[config.mk]
export PLATFORM = sky130hd
export DESIGN_NAME = prefix_decode_stage
export DESIGN_NICKNAME = d
export VERILOG_FILES = /design/src/rtl/prefix_decode_stage.sv
export SDC_FILE = /design/constraint.sdc
export NUM_CORES = 1
export LEC_CHECK = 0
export ABC_AREA = 1
export CAP_MARGIN = 10
export CORE_UTILIZATION = 40
export CTS_CLUSTER_SIZE = 28
export DETAILED_ROUTE_END_ITERATION = 6
export DONT_BUFFER_PORTS = 1
export PLACE_DENSITY = 0.65
export SLEW_MARGIN = 30
export SYNTH_ARGS = -nofsm -noshare
export SYNTH_HDL_FRONTEND = slang
export SYNTH_SLANG_ARGS = --single-unit
[constraint.sdc]
create_clock -name clk -period 2.9 [get_ports clk]
set_input_delay 0.145 -clock clk [delete_from_list [all_inputs] [get_ports clk]]
set_output_delay 0.145 -clock clk [all_outputs]
set_load 0.005 [all_outputs]
[src/rtl/prefix_decode_stage.sv]
// prefix_decode_stage: scans leading legacy instruction prefixes and registers the decode behind a valid/ready stage.
// Define PREFIX_LOCK_EN to treat F0 (LOCK) as a prefix and drive is_lock; otherwise F0 ends the scan.
module prefix_decode_stage #(
    parameter int unsigned  PKT_W        = 128,
    parameter int unsigned  MAX_PREFIXES = 4,
    localparam int unsigned CNT_W        = $clog2(MAX_PREFIXES + 1)
) (
    input  logic             clk,
    input  logic             reset,
    input  logic             in_valid,
    output logic             in_ready,
    input  logic [PKT_W-1:0] packet,
    output logic             out_valid,
    input  logic             out_ready,
    output logic [CNT_W-1:0] num_prefixes,
    output logic             is_rep,
    output logic             is_repne,
    output logic [5:0]       seg_override,
    output logic             is_opsize_override,
    output logic             is_lock,
    output logic             dup_err,
    output logic [PKT_W-1:0] body,
    output logic [15:0]      prefixed_cnt
);

    typedef enum logic [2:0] {
        GRP_NONE,
        GRP_REP,
        GRP_SEG,
        GRP_OPSIZE,
        GRP_LOCK
    } grp_e;

    // Prefix group of a single byte; GRP_NONE terminates the scan.
    function automatic grp_e byte_group(input logic [7:0] b);
        grp_e g;
        g = GRP_NONE;
        case (b)
            8'hF3, 8'hF2:                             g = GRP_REP;
            8'h26, 8'h2E, 8'h36, 8'h3E, 8'h64, 8'h65: g = GRP_SEG;
            8'h66:                                    g = GRP_OPSIZE;
`ifdef PREFIX_LOCK_EN
            8'hF0:                                    g = GRP_LOCK;
`endif
            default:                                  g = GRP_NONE;
        endcase
        return g;
    endfunction

    // One-hot segment select: {GS,FS,DS,SS,CS,ES}.
    function automatic logic [5:0] seg_onehot(input logic [7:0] b);
        logic [5:0] s;
        s = '0;
        case (b)
            8'h26:   s = 6'b000001;
            8'h2E:   s = 6'b000010;
            8'h36:   s = 6'b000100;
            8'h3E:   s = 6'b001000;
            8'h64:   s = 6'b010000;
            8'h65:   s = 6'b100000;
            default: s = '0;
        endcase
        return s;
    endfunction

    logic [7:0]       byte_val [MAX_PREFIXES];
    logic [CNT_W-1:0] num_c;
    logic             rep_c;
    logic             repne_c;
    logic [5:0]       seg_c;
    logic             opsize_c;
    logic             dup_c;
    logic [PKT_W-1:0] body_c;
    logic             accept;
`ifdef PREFIX_LOCK_EN
    logic             lock_c;
`endif

    for (genvar g = 0; g < MAX_PREFIXES; g++) begin : g_byte
        assign byte_val[g] = packet[PKT_W-1-8*g -: 8];
    end

    // In-order scan; later bytes of a group overwrite earlier ones (last wins).
    always_comb begin
        logic scanning;
        logic seen_rep;
        logic seen_seg;
        logic seen_op;
        logic seen_lock;
        grp_e grp;
        scanning  = 1'b1;
        seen_rep  = 1'b0;
        seen_seg  = 1'b0;
        seen_op   = 1'b0;
        seen_lock = 1'b0;
        grp       = GRP_NONE;
        num_c     = '0;
        rep_c     = 1'b0;
        repne_c   = 1'b0;
        seg_c     = '0;
        opsize_c  = 1'b0;
        dup_c     = 1'b0;
`ifdef PREFIX_LOCK_EN
        lock_c    = 1'b0;
`endif
        for (int unsigned i = 0; i < MAX_PREFIXES; i++) begin
            grp = byte_group(byte_val[i]);
            if (!scanning || grp == GRP_NONE) begin
                scanning = 1'b0;
            end else begin
                num_c = CNT_W'(num_c + 1'b1);
                case (grp)
                    GRP_REP: begin
                        dup_c    = dup_c | seen_rep;
                        seen_rep = 1'b1;
                        rep_c    = (byte_val[i] == 8'hF3);
                        repne_c  = (byte_val[i] == 8'hF2);
                    end
                    GRP_SEG: begin
                        dup_c    = dup_c | seen_seg;
                        seen_seg = 1'b1;
                        seg_c    = seg_onehot(byte_val[i]);
                    end
                    GRP_OPSIZE: begin
                        dup_c    = dup_c | seen_op;
                        seen_op  = 1'b1;
                        opsize_c = 1'b1;
                    end
                    GRP_LOCK: begin
                        dup_c     = dup_c | seen_lock;
                        seen_lock = 1'b1;
`ifdef PREFIX_LOCK_EN
                        lock_c    = 1'b1;
`endif
                    end
                    default: begin
                        scanning = 1'b0;
                    end
                endcase
            end
        end
        body_c = packet << {num_c, 3'b000};
    end

    assign in_ready = !out_valid || out_ready;
    assign accept   = in_valid && in_ready;

    // Output register: load on accept, drop valid on a consume with no new accept.
    always_ff @(posedge clk or negedge reset) begin
        if (!reset) begin
            out_valid          <= 1'b0;
            num_prefixes       <= '0;
            is_rep             <= 1'b0;
            is_repne           <= 1'b0;
            seg_override       <= '0;
            is_opsize_override <= 1'b0;
            dup_err            <= 1'b0;
            body               <= '0;
            prefixed_cnt       <= '0;
        end else if (accept) begin
            out_valid          <= 1'b1;
            num_prefixes       <= num_c;
            is_rep             <= rep_c;
            is_repne           <= repne_c;
            seg_override       <= seg_c;
            is_opsize_override <= opsize_c;
            dup_err            <= dup_c;
            body               <= body_c;
            if (num_c != '0) begin
                prefixed_cnt <= prefixed_cnt + 16'd1;
            end
        end else if (out_ready) begin
            out_valid <= 1'b0;
        end
    end

`ifdef PREFIX_LOCK_EN
    always_ff @(posedge clk or negedge reset) begin
        if (!reset) begin
            is_lock <= 1'b0;
        end else if (accept) begin
            is_lock <= lock_c;
        end
    end
`else
    assign is_lock = 1'b0;
`endif

endmodule
After elaboration in Yosys (flattened, before gate mapping). Index checks and enable logic that the tools add are counted.

Add/sub/neg operators: 4. Eq/ne operators: 52. Shift-type cells: 1. Multiplexer cells: 76. Bitwise gates (word level): 8. Reductions and logical operators: 27.

Operators by type and width (count): 6-bit case mux with 6 select lines (4); 8-bit by 6-bit equality test with 1-bit output, second input constant (16); 128-bit by 6-bit << shifter with 128-bit output (1); 8-bit by 7-bit equality test with 1-bit output, second input constant (12); 8-bit equality test, second input constant (8); 1-bit 2-to-1 mux (54); 6-bit 2-to-1 mux (8); 3-bit by 2-bit equality test with 1-bit output, second input constant (8); 2-bit case mux with 3 select lines (4); 6-bit OR reduction (4); 16-bit by 1-bit adder with 16-bit output, second input constant (1); 3-bit by 1-bit equality test with 1-bit output, second input constant (4); 3-bit equality test, second input constant (4); 3-bit logical NOT (4); 1-bit case mux with 4 select lines (3); 4-bit OR reduction (3); 3-bit by 1-bit adder with 3-bit output, second input constant (3); 3-bit 2-to-1 mux (3); 1-bit bitwise OR (8); 2-bit OR reduction (4); 1-bit logical NOT (4); 1-bit logical OR (4); 3-bit nonzero test (1); 2-bit AND reduction (1); 2 further kinds (2).

Bits in registers: 158. Input bits: 132. Output and inout bits: 160. Word-level logic and storage cells: 177.

Longest topological paths before layout. Gate-level depths: netlist of the first run.

Word-level depth: 18. Mapped depth: 24. Mapped depth without buffers: 22.

Worst setup path after synthesis of the first run. No wires, ideal clock.

Path type: input -> register. Start point: in packet[123]. End point: reg body[65]. Setup time: 0.124 ns. Arrival: 2.673 ns. Required time: 2.776 ns. Path slack: 0.103 ns. Stages: 20. Buffers on the path: 2. Cell sequence: inv_1 > nand2_1 > nor2_1 > nand2_1 > nand2_1 > nor2_1 > nand3_4 > nand2_1 > inv_1 > ha_1 > nand4_1 > nand2_1 > inv_1 > ha_1 > o21ai_2 > buf_4 > buf_2 > nand3_1 > nand3_1 > nand3_1.

Cells in the longest elaborated chain, start to end: 17. Elaborated cells between the ends (all ways): 38. Classes of those cells: add/sub: 3; eq/ne: 13; shift: 1; mux: 11; reduce/logical: 10.

RTL lines: start: declaration (line 12) `input logic [PKT_W-1:0] packet,`; 8-bit by 7-bit equality test with 1-bit output (tied with other cells) (line 38) `case (b)`; 6-bit OR reduction or 2-bit OR reduction (tied branches) (line 38); 2-bit case mux with 3 select lines (*) (line 38); parallel branches: the longest is 12 deep, another holds 3-bit by 1-bit adder with 3-bit output; 3-bit 2-to-1 mux (*) (line 108) `if (!scanning || grp == GRP_NONE) begin`; 128-bit by 6-bit << shifter with 128-bit output (*) (line 142) `body_c = packet << {num_c, 3'b000};`; end signal: assignment (line 168) `body <= body_c;`; end: declaration (line 22) `output logic [PKT_W-1:0] body,`.

Mark *: on every way between the ends. A chain may end at the register's enable or synchronous reset.

Worst setup path after layout of the first run.
Start point: in packet[115]. End point: reg body[107].

Cells in the longest elaborated chain, start to end: 14. Elaborated cells between the ends (all ways): 33. Classes of those cells: add/sub: 2; eq/ne: 13; shift: 1; mux: 8; reduce/logical: 9.

RTL lines (line): parallel branches: the longest is 13 deep, another holds 3-bit by 1-bit adder with 3-bit output; 128-bit by 6-bit << shifter with 128-bit output (*) (142).

Marked as above.

==> impl_metrics.ini, run 1 <==
[outcome]
status = finished with violations
violations = negative hold slack

[sta]
fin_crit_sh_pct = 92.4
clock_skew_ns = 0.0129
slew_headroom_pct = 54.3
layout_min_cycle_time_ns = 2.68
slew_viol_final = 0
hold_violations = 158
tightest_slew_ns = 0.685
max_freq_ghz = 0.373
hold_slack_ns = -0.593
grt_setup_unrepaired = true
setup_viol = 0

[die]
die_w_microns = 167
die_area_sq_um = 27800
rows = 59
coreArea_sq_um = 26400
fp.dieH_microns = 167
initial_core_util_pct = 41.1
ioPinCount = 292

[clock_network]
root_buffer = clkbuf_16
path_clk_slew_ns = 0.08
cts_buffers = 17
htreeDepth = 4
cts_tree = yes
clk_latency_ns = 0.43
clkSinkCount = 158
clockBufferDepth = 2
cts_hold_buffers = 42

[worst_setup_path]
cp.required_ns = 3.22
path_buf_inv = 6
crit_fanout = 31
path_delay_family = simple AND/OR/NAND/NOR gates
cp-startpoint = packet[115]
path_cells = inv_1, nand2_1, nor2_1, and2_1, nor2_1, nand3_2, nand2_1, inv_1, ha_1, inv_1, nand2_1, nand2_1, inv_1, ha_1, o21ai_4, buf_4, buf_12, nand3_1, nand3_1, nand3_1
start_kind = input pin
slowest_stage = ha_1
arrival_ns = 3.00
path_class = in -> reg
reg2reg_from = out_valid
slowest_delay_ns = 0.30
rrSetupSlack_ns = 0.83
cp-end-kind = flop

[synth]
synth_compound_area_share_pct = 3.91
ys_types = 35
netlist_area_sq_um = 10800
avgSynthCellArea_sq_um = 6.66
ys_warn_count = 0
synth-simple-area-share_pct = 50.5
muxShareOfSynthArea_pct = 0
synth-seq-cells = 158
yosysTopAreaCell = dfrtp_1
synth_top_area_share_pct = 36.5
synth_top_family_by_area = simple AND/OR/NAND/NOR gates
syn_nets = 1763
synth_xor_area_share_pct = 0.969
syn_inst = 1628
synth_seq_area_share_pct = 36.5
synth_top_cells_by_area = dfrtp_1 (36%), nand3_1 (32%), nand2_1 (13%)
synth_fa_ha_area_share_pct = 0.346

[placed_design]
dp.cells = 1920
io_buffers = 0
dp_hpwl_mm = 34.5
globalplace.congestion = 0.940
place_area_sq_um = 11600

[grt]
grt-ovfl-total = 0
grt_use_total_pct = 34.0
grt_pass1_vias = 11700
grt_max_degree = 159
grt_pass1_wl_mm = 72.3
antenna_found_initial = 1

[route]
dr.pass1.iters = 6
num_vias = 12400
wirelength_mm = 47.3
first_iter_violations = 1646
drt-vias-per-instance = 6.24
wire_per_inst_microns = 23.7
final_antenna_net_count = 0
drc_errors = 0

[finish]
design_area_sq_um = 12700
final_cell_mix = nand3_1 (694), nand2_1 (382), dfrtp_1 (158), nor2_1 (69), inv_1 (64)
finalNonFillerCells = 1994
diodes = 0
nets = 1781
drive_above_1_share_pct = 7.59
layout_commonest_cell = nand3_1
area_delta_synth_final_pct = 16.7

[power_and_ir_drop]
p_per_area_nw_per_um2 = 517
p_leak_uw = 0.00600
irDropWorstVdd_uv = 342
p_total_uw = 6540

[min_path]
hold_path.class = in -> async

[flow_run]
maxCapViolCount = 0
## registers in the layout (all words and copies together), names as in the netlist
| name | cells |
|---|---|
| prefixed_cnt | 16 |
| is_repne | 1 |
| is_opsize_override | 1 |
| dup_err | 1 |
| num_prefixes | 3 |
| is_rep | 1 |
| seg_override | 6 |
| out_valid | 1 |
| body | 128 |
## area by class of cell
class                      instances  area, sq um
multi-input combinational       1284         6100
fill                            2680        13700
timing repair buffer             113         1280
sequential                       158         3950
clock inverter                    14          191
tap                              335          419
inverter                          72          272
clock buffer                      18          439
## path summary, 6_finish.rpt
| check | to | cells past startpoint |
|---|---|---|
| hold reg to reg | body[26] | 2 |
| min in group clk | body[114] | 4 |
| hold / removal | seg_override[4] | 0 |
| setup reg to reg | body[102] | 8 |
| max in group asynchronous | body[79] | 0 |
| setup / recovery | body[107] | 20 |
## kinds of logic (layout without fill, tap and decap cells)
group / after synthesis / in the layout
buffers and inverters: 186 / 217
xor gates and xnor gates: 12 / 12
adders and majority gates: 3 / 3
and+or+nand+nor: 1192 / 1192
DFF: 158 / 158
other: 1 / 1
AOI/OAI and AO/OA: 76 / 76
## per-layer routing
metal,vias to the layer above,global-route usage [%],part of all wire [%]
met3,117,12.5,13
li1,5641,-,-
met5,-,0,0.025
met4,2,15.4,4.7
met2,782,49.1,42
met1,5898,45.1,40
## what timing repair did
action | 4_1_cts | 5_1_grt
resized for setup | 0 | 1
buffers inserted | 0 | 0
endpoints found under the setup margin | 0 | 17
hold endpoints to repair | 194 | 158
## worst register-to-register path: stages (launching register included)
cell	delay, ns
dfrtp_1	0.39
nand2_1	0.17
nand2_4	0.12
inv_1	0.36
nand3_1	0.21
inv_2	0.19
buf_12	0.22
nand3_1	0.21
nand3_1	0.13
## cells in the mapped netlist
master	n
a21oi_1	17
a21oi_4	1
a221oi_1	1
a22o_1	1
a31oi_1	3
and2_1	1
buf_1	4
buf_2	59
buf_4	18
clkbuf_1	33
conb_1	1
dfrtp_1	158
ha_1	3
inv_1	64
inv_2	8
nand2_1	386
nand3_1	696
nand3_2	3
nand3_4	2
nand3b_1	6
nand4_1	11
nor2_1	69
nor2_2	1
nor2_4	1
nor3_1	11
nor4_1	4
o211ai_1	2
o21ai_0	20
o21ai_1	23
o21ai_2	1
o21bai_1	1
o22ai_1	5
o311ai_0	1
or2_1	1
xor2_1	12
## per-stage QoR
step                      setup WS, ns  util [%]  TNS (ns)
after detailed placement        -0.158      44.0    -11.67
after floorplan                  0.103         -         0
after CTS                        0.263      48.0         0
after global routing           -0.0365      48.0    -0.384
after global placement          -0.131      44.0     -7.63
final                            0.219      48.0         0
## report_power, final
part | total (uW) | internal, uW | switching, uW
clock | 2490 | 1350 | 1140
combinational | 1080 | 431 | 648
sequential | 2970 | 2560 | 418
total | 6540 | 4330 | 2210
(Power assumes the default switching activity.)
==> inputs of run 2 (changes only) <==
RECOVER_POWER = 25   (was default)
SETUP_SLACK_MARGIN = 0.4   (was default)
==> run 2 against run 1 <==
Against the previous run:
- the run still ends with negative hold slack left
- sequential cell count is the same
- first-iteration DRC count grew 4.6%
- sequential share of layout area shrank 1.1 points
- count of clock-buffer cells in the layout is the same
- sequential power is essentially flat
- non-clock buffer count shrank 27
- worst setup slack gained 0.25 ns
==> impl_metrics.ini, run 2 (synthesis results as in run 1) <==
[outcome]
status = finished with violations
violations = negative hold slack

[grt]
grt_use_total_pct = 33.2
grt_pass1_wl_mm = 70.7
grt_max_degree = 159
grt-ovfl-total = 0
grt_pass1_vias = 11600
antenna_found_initial = 0

[clock_network]
cts_hold_buffers = 32
htreeDepth = 4
cts_tree = yes
cts_buffers = 17
path_clk_slew_ns = 0.07
clk_latency_ns = 0.44
root_buffer = clkbuf_16
clockBufferDepth = 2
clkSinkCount = 158

[worst_setup_path]
endpoint = body[110]
crit_fanout = 15
cp.required_ns = 3.21
rrSetupSlack_ns = 0.71
cp-startpoint = packet[124]
cp-end-kind = flop
rr_worst_depth = 8
path_class = in -> reg
reg2reg_from = out_valid
arrival_ns = 2.74
timing.rr.end = body[124]
start_kind = input pin

[route]
num_vias = 12600
drt-vias-per-instance = 6.39
final_antenna_net_count = 0
wirelength_mm = 47.8
first_iter_violations = 1721
wire_per_inst_microns = 24.3
dr.pass1.iters = 6
drc_errors = 0

[finish]
reg_top3 = body: 128 flops, prefixed_cnt: 16 flops, seg_override: 6 flops
num-fill-cells = 2566
diodes = 0
top_register = body
layout_commonest_cell = nand3_1
nets = 1754
final_cell_mix = nand3_1 (620), nand2_1 (369), dfrtp_1 (158), nand3_2 (77), inv_1 (57)
drive_above_1_share_pct = 13.5
largest_reg_flops = 128
fin_util_pct = 49.7
design_area_sq_um = 13100
area_delta_synth_final_pct = 20.8

[power_and_ir_drop]
p_leak_uw = 0.00602
irDropWorstVdd_uv = 320
comb_power_share_pct = 16.8
p_sw_share_pct = 34.0
pwr-share-clk_pct = 37.7
p_sw_uw = 2220
p_int_uw = 4300
p_per_area_nw_per_um2 = 497
seqPwrFrac_pct = 45.5

[sta]
layout_min_cycle_time_ns = 2.43
slew_viol_final = 0
grt_setup_unrepaired = false
hold_slack_ns = -0.584
tightest_slew_ns = 0.651
setup_viol = 0
finalSetupTns_ns = 0
slew_headroom_pct = 56.6
max_freq_ghz = 0.412
clock_skew_ns = 0.0121
hold_violations = 158
fin_crit_sh_pct = 83.8

[die]
ioPinCount = 292
coreArea_sq_um = 26400
die_w_microns = 167
fp.dieH_microns = 167
initial_core_util_pct = 41.1
die_area_sq_um = 27800
rows = 59

[placed_design]
globalplace.congestion = 0.978
dp_hpwl_mm = 33.7
io_buffers = 0
place_area_sq_um = 11600

[flow_run]
maxCapViolCount = 0

[min_path]
hold_path.class = in -> async
run 2: cell count changes in the layout (fill, tap and decap cells not counted), moves of 9 or more:
cell           before  now
nand3_2             4   77
nand2_2             2   14
buf_4              44   17
nand3_1           694  620
nor2_2              1   11
nor2_1             69   55
dlygate4sd3_1      42   32
clkbuf_16          17   26
nand2_1           382  369
run 2: metal layers:
metal | global-route usage (%) | up-vias | part of all wire [%]
met3 | 13.7 | 164 | 14
met2 | 48.2 | 857 | 42
met4 | 16.4 | 0 | 6.0
li1 | - | 5597 | -
met1 | 42.5 | 5944 | 38
met5 | 0 | - | 0
run 2: worst max-delay path: stages:
cell and delay [ns]:
inv_4 0.02, nand4_1 0.20, nor2_2 0.09, nor2_2 0.15, nand3_4 0.12, buf_4 0.17, ha_4 0.29, nand4_1 0.15
nand2_2 0.12, inv_2 0.05, ha_4 0.21, o21ai_4 0.16, buf_12 0.16, clkbuf_16 0.18, buf_16 0.15, nand3_1 0.13
nand3_1 0.15, nand3_1 0.10
run 2: worst min-delay path by stage:
stage	cells past startpoint	start	to	slack, ns
after floorplan	0	reset	body[0]	-0.15
after global placement	0	reset	seg_override[2]	-0.14
after detailed placement	0	reset	seg_override[2]	-0.14
after CTS	0	reset	body[24]	-0.60
after global routing	0	reset	seg_override[2]	-0.60
final	0	reset	seg_override[2]	-0.58
run 2: timing repair:
action	CTS	global route
buffers inserted	0	7
resized for setup	0	66
setup endpoints to repair	0	133
endpoints found under the hold margin	187	158
run 2: final cells by class:
type	instances	area [sq um]	area share, %
clock buffer	18	429	3.28
clock inverter	14	189	1.44
inverter	72	285	2.18
multi-input combinational	1284	6600	50.4
sequential	158	3950	30.2
tap	335	419	3.20
timing repair buffer	86	1220	9.32
run 2: power by group through the flow:
| stage | Sequential (uW) | Combinational, uW | Clock (uW) |
|---|---|---|---|
| floorplan | 2840 | 795 | 0 |
| global placement | 3000 | 990 | 0 |
| detailed placement | 3000 | 1010 | 0 |
| CTS | 2960 | 1060 | 2470 |
| global route | 3010 | 1230 | 2550 |
| finish | 2970 | 1100 | 2450 |
run 2: through the flow:
stage / setup WS (ns) / power (uW) / instances
floorplan: 0.402 / 3630 / 1628
global placement: 0.0116 / 3990 / 1887
detailed placement: 0.0212 / 4010 / 1887
CTS: 0.472 / 6490 / 1951
global route: 0.365 / 6790 / 1967
finish: 0.471 / 6520 / 1967
